`config.mk`:
```
export PLATFORM = sky130hd
export DESIGN_NAME = arbitro_zonas
export DESIGN_NICKNAME = d
export VERILOG_FILES = /design/src/rtl/ilum_pkg.sv /design/src/rtl/rr_arbitro.sv /design/src/rtl/arbitro_zonas.sv
export SDC_FILE = /design/constraint.sdc
export NUM_CORES = 1
export LEC_CHECK = 0
export CORE_MARGIN = 10
export CORE_UTILIZATION = 40
export DETAILED_ROUTE_END_ITERATION = 10
export SYNTH_ARGS = -nofsm -noshare
export SYNTH_HDL_FRONTEND = slang
export SYNTH_SLANG_ARGS = --single-unit
```
`constraint.sdc`:
```
create_clock -name clk -period 10.85 [get_ports clk]
set_input_delay 2.17 -clock clk [delete_from_list [all_inputs] [get_ports clk]]
set_output_delay 2.17 -clock clk [all_outputs]
set_load 0.01 [all_outputs]
```
`src/rtl/ilum_pkg.sv`:
```
// Shared zone-state encoding and default sizing for the lamp zone arbiter.
package ilum_pkg;
  typedef enum logic [1:0] {
    ZS_OFF  = 2'd0,
    ZS_WAIT = 2'd1,
    ZS_ON   = 2'd2
  } zone_st_e;

  localparam int DEF_N_ZONES = 4;
  localparam int DEF_MAX_ON  = 2;
  localparam int DEF_HOLD_T  = 30000;
endpackage

```
`src/rtl/rr_arbitro.sv`:
```
// Combinational round-robin picker: first requester at or after i_ptr, wrapping to 0.
// One-hot o_gnt, all zeros when nothing requests.
module rr_arbitro
  import ilum_pkg::*;
#(
  parameter int N  = DEF_N_ZONES,
  parameter int PW = (N > 1) ? $clog2(N) : 1
) (
  input  logic [N-1:0]  i_req,
  input  logic [PW-1:0] i_ptr,
  output logic [N-1:0]  o_gnt
);
  logic w_found;

  always_comb begin
    o_gnt   = '0;
    w_found = 1'b0;
    for (int i = 0; i < N; i++) begin
      if (!w_found && (i >= int'(i_ptr)) && i_req[i]) begin
        o_gnt[i] = 1'b1;
        w_found  = 1'b1;
      end
    end
    // Wrapped half of the search, only reached when nothing at/after the pointer asked.
    for (int i = 0; i < N; i++) begin
      if (!w_found && (i < int'(i_ptr)) && i_req[i]) begin
        o_gnt[i] = 1'b1;
        w_found  = 1'b1;
      end
    end
  end
endmodule

```
`src/rtl/arbitro_zonas.sv`:
```
// Lamp zone arbiter: per-zone OFF/WAIT/ON FSM with hold timer, at most MAX_ON zones lit,
// one round-robin grant per cycle; lamp rises the cycle after a granted request.
module arbitro_zonas
  import ilum_pkg::*;
#(
  parameter int N_ZONES = DEF_N_ZONES,
  parameter int MAX_ON  = DEF_MAX_ON,
  parameter int HOLD_T  = DEF_HOLD_T
) (
  input  logic               clk,
  input  logic               rst,
  input  logic [N_ZONES-1:0] req,
  input  logic               force_off,
  output logic [N_ZONES-1:0] lamp,
  output logic [N_ZONES-1:0] waiting,
  output logic               busy
);
  localparam int PW = (N_ZONES > 1) ? $clog2(N_ZONES) : 1;
  localparam int CW = $clog2(N_ZONES + 1);
  localparam int TW = $clog2(HOLD_T + 1);
  localparam logic [TW-1:0] HOLD_LD = TW'(HOLD_T);

  logic [N_ZONES-1:0] w_on, w_wait, w_on_nxt, w_wait_nxt;
  logic [N_ZONES-1:0] w_rr_req, w_gnt;
  logic [PW-1:0]      r_ptr, w_ptr_nxt;
  logic [CW-1:0]      w_lit, w_lit_nxt;
  logic               w_gnt_en;
  logic               r_busy;

  always_comb begin
    w_lit = '0;
    for (int i = 0; i < N_ZONES; i++) w_lit = w_lit + CW'(w_on[i]);
  end

  always_comb begin
    w_lit_nxt = '0;
    for (int i = 0; i < N_ZONES; i++) w_lit_nxt = w_lit_nxt + CW'(w_on_nxt[i]);
  end

  // Slots freed this cycle are not visible until the zone's state register has updated.
  assign w_gnt_en = !force_off && (int'(w_lit) < MAX_ON);
  assign w_rr_req = (req & ~w_on) & {N_ZONES{w_gnt_en}};

  rr_arbitro #(
    .N  (N_ZONES),
    .PW (PW)
  ) u_rr (
    .i_req (w_rr_req),
    .i_ptr (r_ptr),
    .o_gnt (w_gnt)
  );

  always_comb begin
    w_ptr_nxt = r_ptr;
    for (int i = 0; i < N_ZONES; i++) begin
      if (w_gnt[i]) w_ptr_nxt = (i == N_ZONES - 1) ? '0 : PW'(i + 1);
    end
  end

  always_ff @(posedge clk or posedge rst) begin
    if (rst) begin
      r_ptr  <= '0;
      r_busy <= 1'b0;
    end else begin
      r_ptr  <= w_ptr_nxt;
      r_busy <= (int'(w_lit_nxt) == MAX_ON) && (|w_wait_nxt);
    end
  end

  for (genvar g = 0; g < N_ZONES; g++) begin : g_zone
    zone_st_e      r_st, w_st_nxt;
    logic [TW-1:0] r_tmr, w_tmr_nxt;

    always_comb begin
      w_st_nxt  = r_st;
      w_tmr_nxt = r_tmr;
      if (force_off) begin
        w_st_nxt  = ZS_OFF;
        w_tmr_nxt = '0;
      end else begin
        case (r_st)
          ZS_OFF: begin
            if (w_gnt[g]) begin
              w_st_nxt  = ZS_ON;
              w_tmr_nxt = HOLD_LD;
            end else if (req[g]) begin
              w_st_nxt = ZS_WAIT;
            end
          end
          ZS_WAIT: begin
            if (w_gnt[g]) begin
              w_st_nxt  = ZS_ON;
              w_tmr_nxt = HOLD_LD;
            end else if (!req[g]) begin
              w_st_nxt = ZS_OFF;
            end
          end
          ZS_ON: begin
            if (req[g]) begin
              w_tmr_nxt = HOLD_LD;
            end else if (r_tmr == TW'(1)) begin
              w_st_nxt  = ZS_OFF;
              w_tmr_nxt = '0;
            end else begin
              w_tmr_nxt = r_tmr - TW'(1);
            end
          end
          default: begin
            w_st_nxt  = ZS_OFF;
            w_tmr_nxt = '0;
          end
        endcase
      end
    end

    always_ff @(posedge clk or posedge rst) begin
      if (rst) begin
        r_st  <= ZS_OFF;
        r_tmr <= '0;
      end else begin
        r_st  <= w_st_nxt;
        r_tmr <= w_tmr_nxt;
      end
    end

    assign w_on[g]       = (r_st == ZS_ON);
    assign w_wait[g]     = (r_st == ZS_WAIT);
    assign w_on_nxt[g]   = (w_st_nxt == ZS_ON);
    assign w_wait_nxt[g] = (w_st_nxt == ZS_WAIT);
  end

  assign lamp    = w_on;
  assign waiting = w_wait;
  assign busy    = r_busy;
endmodule

```
==> summary.txt, run 1 <==
Worst setup path
  • Critical Path AT: 5.83 ns
  • RR Startpoint: g_zone[1].r_st[1]
  • R2R Setup Slk: 6.89 ns
  • Worst Setup EP: busy
  • Critical Path End Type: flop
  • Worst setup path class: input pin to flop
  • Worst-path fanout max: 22
  • Setup crit start kind: input pin
  • WP data required: 11.07 ns
  • R2R Path End: busy
  • Depth of the worst register-to-register path: 13
  • Critical path origin: force_off

Global routing
  • Initial antenna violation count: 0
  • Largest net degree at the start of global routing: 72
  • Vias in the first global route: 3872
  • Gr ovfl total: 0
  • Global-route wire length before repair: 18700 µm
  • GR Util All Layers: 13.7%

Timing
  • Clock skew: 0.00434 ns
  • Final setup TNS: 0 ns
  • Measured slew at the worst slew-check pin: 0.944 ns
  • Endpoints failing setup: 0
  • Rel. slew slack: 36.5%
  • Final Cycle Share: 51.7%
  • Final Hold Vio Count: 0
  • F_max: 178 MHz
  • RSZ-0062 raised after global routing: false
  • Crit path time final: 5.61 ns
  • Final Max Slew Viols: 0

Clock network
  • H-tree levels: 3
  • Worst-Skew Late Latency: 0.33 ns
  • Hold buffer count at CTS: 0
  • Root buffer cell: clkbuf_16
  • Post-CTS Resized: 0
  • CTS Buf Count: 9
  • Sink Count: 71
  • Post-CTS Setup Repair Bufs: 0
  • Max Buffers Root-to-Sink: 2
  • Clock transition at the registers of the reported paths: 0.05 ns
  • CTS tree: yes

Finish
  • N_diodes: 0
  • Nets: 554
  • Register area: 0.00178 mm²
  • Final Non-Filler Cells: 679
  • Multi-input combinational cell area: 0.00254 mm²
  • Final design utilization: 45.9%
  • Layout area overhead: 11.0%
  • Share of layout cells above drive strength 1: 6.12%
  • # fillers: 1070

Synth
  • Synth Flop Type: dfrtp_1
  • Yosys cell types: 79
  • Synth top area cells: dfrtp_1 (39%), o21ai_0 (5.3%), nor2_1 (5.0%)
  • Register area share after synthesis: 39.2%
  • Cell taking the most area after synthesis: dfrtp_1
  • Share of the synthesized area in the top cell type: 39.2%
  • Syn Nets: 548
  • Synth Register Bits: 71
  • Async S/R FF share, synth: 100%
  • Cell Area, Synth: 0.00454 mm²
  • Syn. warnings: 0
  • Top-count cell post-synth: dfrtp_1
  • Cell count after synthesis: 529
  • Avg Cell Area, Syn: 8.58 µm²
  • EDFF count, synth: 0
  • Top cells by count, synth: dfrtp_1 (71), nor2_1 (60), o21ai_0 (48)

Floorplan
  • Row cnt: 38
  • Starting Density: 41.3%
  • Die Ht: 127 µm
  • Die Wd: 127 µm
  • Core area: 0.0110 mm²
  • Die ar.: 0.0160 mm²
  • I/O Pins: 16

Detailed routing
  • WL final: 10900 µm
  • DR iter-0 viols: 280
  • Final antenna-violating net count: 0
  • DR DRC count: 0
  • Routed vias: 4031
  • Vias per inst: 5.94
  • WL/cell: 16.0 µm
  • DRT Pass-1 Iters: 5

Flow run
  • Max cap viols: 0

Status
  • Status: finished clean

Pwr
  • Worst ir drop on vdd: 0.0887 mV
  • Leakage Power: 2.14 nW
  • Pwr dens: 217 mW/mm²

Placement
  • GPL Wtd Cong: 0.908
  • DPL Wire Length: 7480 µm
  • Cells after DPL: 664
  • IO Port Bufs: 15

Hold path
  • Min-Delay Path Class: flop to flop
-- worst max-delay path, stage by stage --
cell and delay (ns):
clkdlybuf4s50_1 0.85, or2_1 0.48, or3_1 0.44, or3_4 0.45, o21ai_0 0.08, o21ai_0 0.14, nor2_1 0.18, fa_1 0.46
ha_1 0.21, ha_1 0.26, o211a_1 0.11
-- cell families after synthesis --
family	after synthesis	share of synthesized area, %
AO/OA/AOI/OAI	173	25.3
XOR/XNOR	4	0.772
adder cells (fa/ha/maj)	12	3.47
buffers and inverters	48	4.83
flip-flops	71	39.2
multiplexers	2	0.441
AND/OR/NAND/NOR	219	26.0
-- registers in the layout (all words and copies together) (netlist names) --
signal        flops
r_ptr             2
busy              1
g_zone.r_st       8
g_zone.r_tmr     60
-- placed cells by master, fill, tap and decap left out, drive strengths merged, types with 3 or more instances in the layout --
cell / n
dfrtp: 71
o2bb2ai: 5
nor3b: 3
inv: 25
nor2b: 5
or4: 5
o21ai: 64
clkdlybuf4s50: 15
ha: 11
a21oi: 34
and2: 9
o211a: 4
nand2: 39
a21o: 3
nand3: 10
o31ai: 5
a22o: 11
and3: 5
or3: 13
clkbuf: 15
nor2: 60
o41ai: 9
nand2b: 13
nor4: 10
a31oi: 9
or2: 3
buf: 3
nor4b: 3
nor3: 29
-- per-stage QoR --
stage	hold WS [ns]	setup WS (ns)	cell area (µm²)	power [W]
after floorplan	0.442	6.17	4540	0.000713
after detailed placement	0.469	4.92	4760	0.000811
final	0.474	5.24	5040	0.00109
after global routing	0.523	5.05	5040	0.00118
after global placement	0.471	5.01	4760	0.000803
after CTS	0.478	5.27	5040	0.00110
-- report_power, final --
group          internal [W]  leakage, nW  switching [W]
sequential         0.000324        0.934      0.0000702
clock              0.000173        0.136       0.000107
combinational      0.000169         1.07       0.000250
-- cell type report --
| class | count | area share [%] |
|---|---|---|
| inverters | 25 | 1.86 |
| repair buffers | 18 | 3.43 |
| flip-flops and latches | 71 | 35.3 |
| clock buffers | 15 | 5.51 |
| multi-input cells | 410 | 50.4 |
| well taps | 140 | 3.48 |
-- how the worst min path moves through the flow --
stage                                    from                  end  slack, ns  cells after the start
final                     g_zone[2].r_tmr[11]  g_zone[2].r_tmr[11]       0.47                      1
after floorplan           g_zone[2].r_tmr[11]  g_zone[2].r_tmr[11]       0.44                      1
after detailed placement  g_zone[2].r_tmr[11]  g_zone[2].r_tmr[11]       0.47                      1
after CTS                 g_zone[2].r_tmr[11]  g_zone[2].r_tmr[11]       0.48                      1
after global routing      g_zone[2].r_tmr[11]  g_zone[2].r_tmr[11]       0.52                      1
after global placement    g_zone[2].r_tmr[11]  g_zone[2].r_tmr[11]       0.47                      1
-- routing by layer --
layer / global-route usage [%] / routed length, µm / vias up / share of wire [%]
li1: - / - / 1974 / -
met1: 18.1 / 5380 / 1957 / 50
met2: 21.3 / 4830 / 91 / 44
met3: 3.29 / 541 / 9 / 5.0
met4: 4.69 / 114 / 0 / 1.0
met5: 0 / 0 / - / 0
(Power assumes the default switching activity.)
==> run 2, diff against run 1 <==
clock period = 4.61 ns   (was 10.85 ns; I/O delays follow)
==> summary.txt, run 2 (synthesized netlist as in run 1, its figures left out) <==
Clock network
  • Post-CTS Setup Repair Bufs: 0 (unchanged)
  • Max Buffers Root-to-Sink: 2 (unchanged)
  • H-tree levels: 3 (unchanged)
  • CTS Buf Count: 9 (unchanged)
  • Post-CTS Resized: 0 (unchanged)
  • Clock transition at the registers of the reported paths: 0.06 ns (about the same)
  • Hold buffer count at CTS: 0 (unchanged)
  • Worst-Skew Late Latency: 0.34 ns (about the same)
  • Root buffer cell: clkbuf_16
  • Sink Count: 71 (unchanged)
  • CTS tree: yes

Floorplan
  • Core area: 0.0110 mm² (unchanged)
  • Starting Density: 41.3% (unchanged)
  • I/O Pins: 16 (unchanged)
  • Die Wd: 127 µm (unchanged)
  • Die Ht: 127 µm (unchanged)
  • Row cnt: 38 (unchanged)
  • Die ar.: 0.0160 mm² (unchanged)

Finish
  • Nets: 557 (+0.54%)
  • Most frequent cells in the layout: dfrtp_1 (71), nor2_1 (60), o21ai_0 (48)
  • Most flops, register: g_zone.r_tmr
  • Register area: 0.00178 mm² (unchanged)
  • Commonest non-fill, non-tap cell in the layout: dfrtp_1
  • Number of flip-flops in the largest register: 60 (unchanged)
  • Multi-input combinational cell area: 0.00254 mm² (unchanged)
  • Layout area overhead: 13.0%
  • Share of layout cells above drive strength 1: 7.18% (+1.1 points)
  • Largest regs: g_zone.r_tmr: 60 flops, g_zone.r_st: 8 flops, r_ptr: 2 flops
  • N_diodes: 0 (unchanged)
  • # fillers: 1078 (+0.75%)

Timing
  • F_max: 252 MHz
  • Clock skew: 0.00592 ns (+0.00158 ns)
  • Final Cycle Share: 86.1%
  • Measured slew at the worst slew-check pin: 1.06 ns (+0.113 ns)
  • Final Max Slew Viols: 0 (unchanged)
  • Final Hold Vio Count: 0 (unchanged)
  • RSZ-0062 raised after global routing: false
  • Final setup TNS: 0 ns (unchanged)
  • Endpoints failing setup: 0 (unchanged)
  • Rel. slew slack: 29.4% (-7.1 points)
  • Crit path time final: 3.97 ns

Detailed routing
  • WL final: 11200 µm (+3.2%)
  • DRT Pass-1 Iters: 5 (unchanged)
  • Routed vias: 4045 (+0.35%)
  • DR DRC count: 0 (unchanged)
  • Vias per inst: 5.92 (-0.24%)
  • Final antenna-violating net count: 0 (unchanged)
  • DR iter-0 viols: 320 (+14%)
  • WL/cell: 16.4 µm (+2.6%)

Worst setup path
  • R2R Setup Slk: 0.64 ns (-6.25 ns)
  • Critical Path End Type: flop
  • RR Startpoint: g_zone[1].r_st[1]
  • Worst-path fanout max: 9 (-59%)
  • Setup crit start kind: flop
  • Critical Path AT: 4.19 ns (-1.64 ns)
  • Worst setup path class: flop to flop
  • WP data required: 4.84 ns (-6.23 ns)
  • Critical path origin: g_zone[1].r_st[1]

Placement
  • IO Port Bufs: 15 (unchanged)
  • DPL Wire Length: 7900 µm (+5.7%)
  • GPL Wtd Cong: 0.895 (-1.4%)

Pwr
  • Pwr Total: 0.00272 W (+150%)
  • Leakage Power: 2.19 nW (+2.2%)
  • Pwr dens: 530 mW/mm² (+140%)
  • Worst ir drop on vdd: 0.215 mV (+140%)

Global routing
  • GR Util All Layers: 14.1% (+0.38 points)
  • Global-route wire length before repair: 19100 µm (+2.1%)
  • Vias in the first global route: 3889 (+0.44%)
  • Gr ovfl total: 0 (unchanged)
  • Largest net degree at the start of global routing: 39 (-46%)
  • Initial antenna violation count: 0 (unchanged)

Status
  • Status: finished clean

Hold path
  • Hold path startpoint: g_zone[2].r_tmr[11]
  • Min-Delay Path Class: flop to flop

Flow run
  • Max cap viols: 0 (unchanged)
## run 2: changes by cell type in the layout (fill, tap and decap cells not counted)
cell / previous run / this run
buf_4: 3 / 6
bufinv_16: 0 / 2
clkbuf_1: 3 / 1
clkbuf_8: 3 / 4
## run 2: stage by stage
| step | cell area, µm² | hold slack, ns | setup WS, ns | utilization, % | instances |
|---|---|---|---|---|---|
| floorplan | 4540 | 0.442 | 1.07 | - | 529 |
| global placement | 4780 | 0.471 | 0.520 | 43.5 | 667 |
| detailed placement | 4780 | 0.462 | 0.457 | 43.5 | 667 |
| CTS | 5130 | 0.471 | 0.657 | 46.7 | 683 |
| global route | 5130 | 0.497 | 0.379 | 46.7 | 683 |
| finish | 5130 | 0.470 | 0.643 | 46.7 | 683 |
## run 2: worst paths after layout
path                                  endpoint  cells after the start
max                                       busy                     13
max in group asynchronous   g_zone[0].r_tmr[0]                      3
max reg2reg                               busy                     13
min                        g_zone[2].r_tmr[11]                      1
min in group asynchronous   g_zone[1].r_tmr[6]                      2
min reg2reg                g_zone[2].r_tmr[11]                      1
## run 2: power by group
| group | total, W | internal (W) | switching [W] |
|---|---|---|---|
| sequential | 0.000930 | 0.000762 | 0.000168 |
| combinational | 0.000994 | 0.000401 | 0.000592 |
| clock | 0.000793 | 0.000533 | 0.000260 |
| total | 0.00272 | 0.00170 | 0.00102 |
## run 2: final cells by class
cell class,instances,area share (%)
clock inverter,2,1.17
clock buffer,14,5.54
tap,140,3.42
sequential,71,34.7
inverter,25,1.83
timing repair buffer,21,3.81
multi-input combinational,410,49.6
## run 2: critical path, stage by stage (launching register included)
cell	delay [ns]
dfrtp_1	0.48
nand2b_1	0.27
xnor2_1	0.29
ha_1	0.27
and3b_4	0.19
or3_1	0.48
or3_4	0.45
o21ai_0	0.08
o21ai_0	0.15
nor2_1	0.18
fa_1	0.44
ha_1	0.21
ha_1	0.27
o211a_1	0.10
## run 2: per-layer routing
metal | GRT usage (%) | vias up | routed length [µm]
met5 | 0 | - | 0
met4 | 5.43 | 0 | 183
met3 | 2.50 | 15 | 386
met2 | 22.2 | 68 | 5200
met1 | 18.6 | 1976 | 5450
li1 | - | 1986 | -
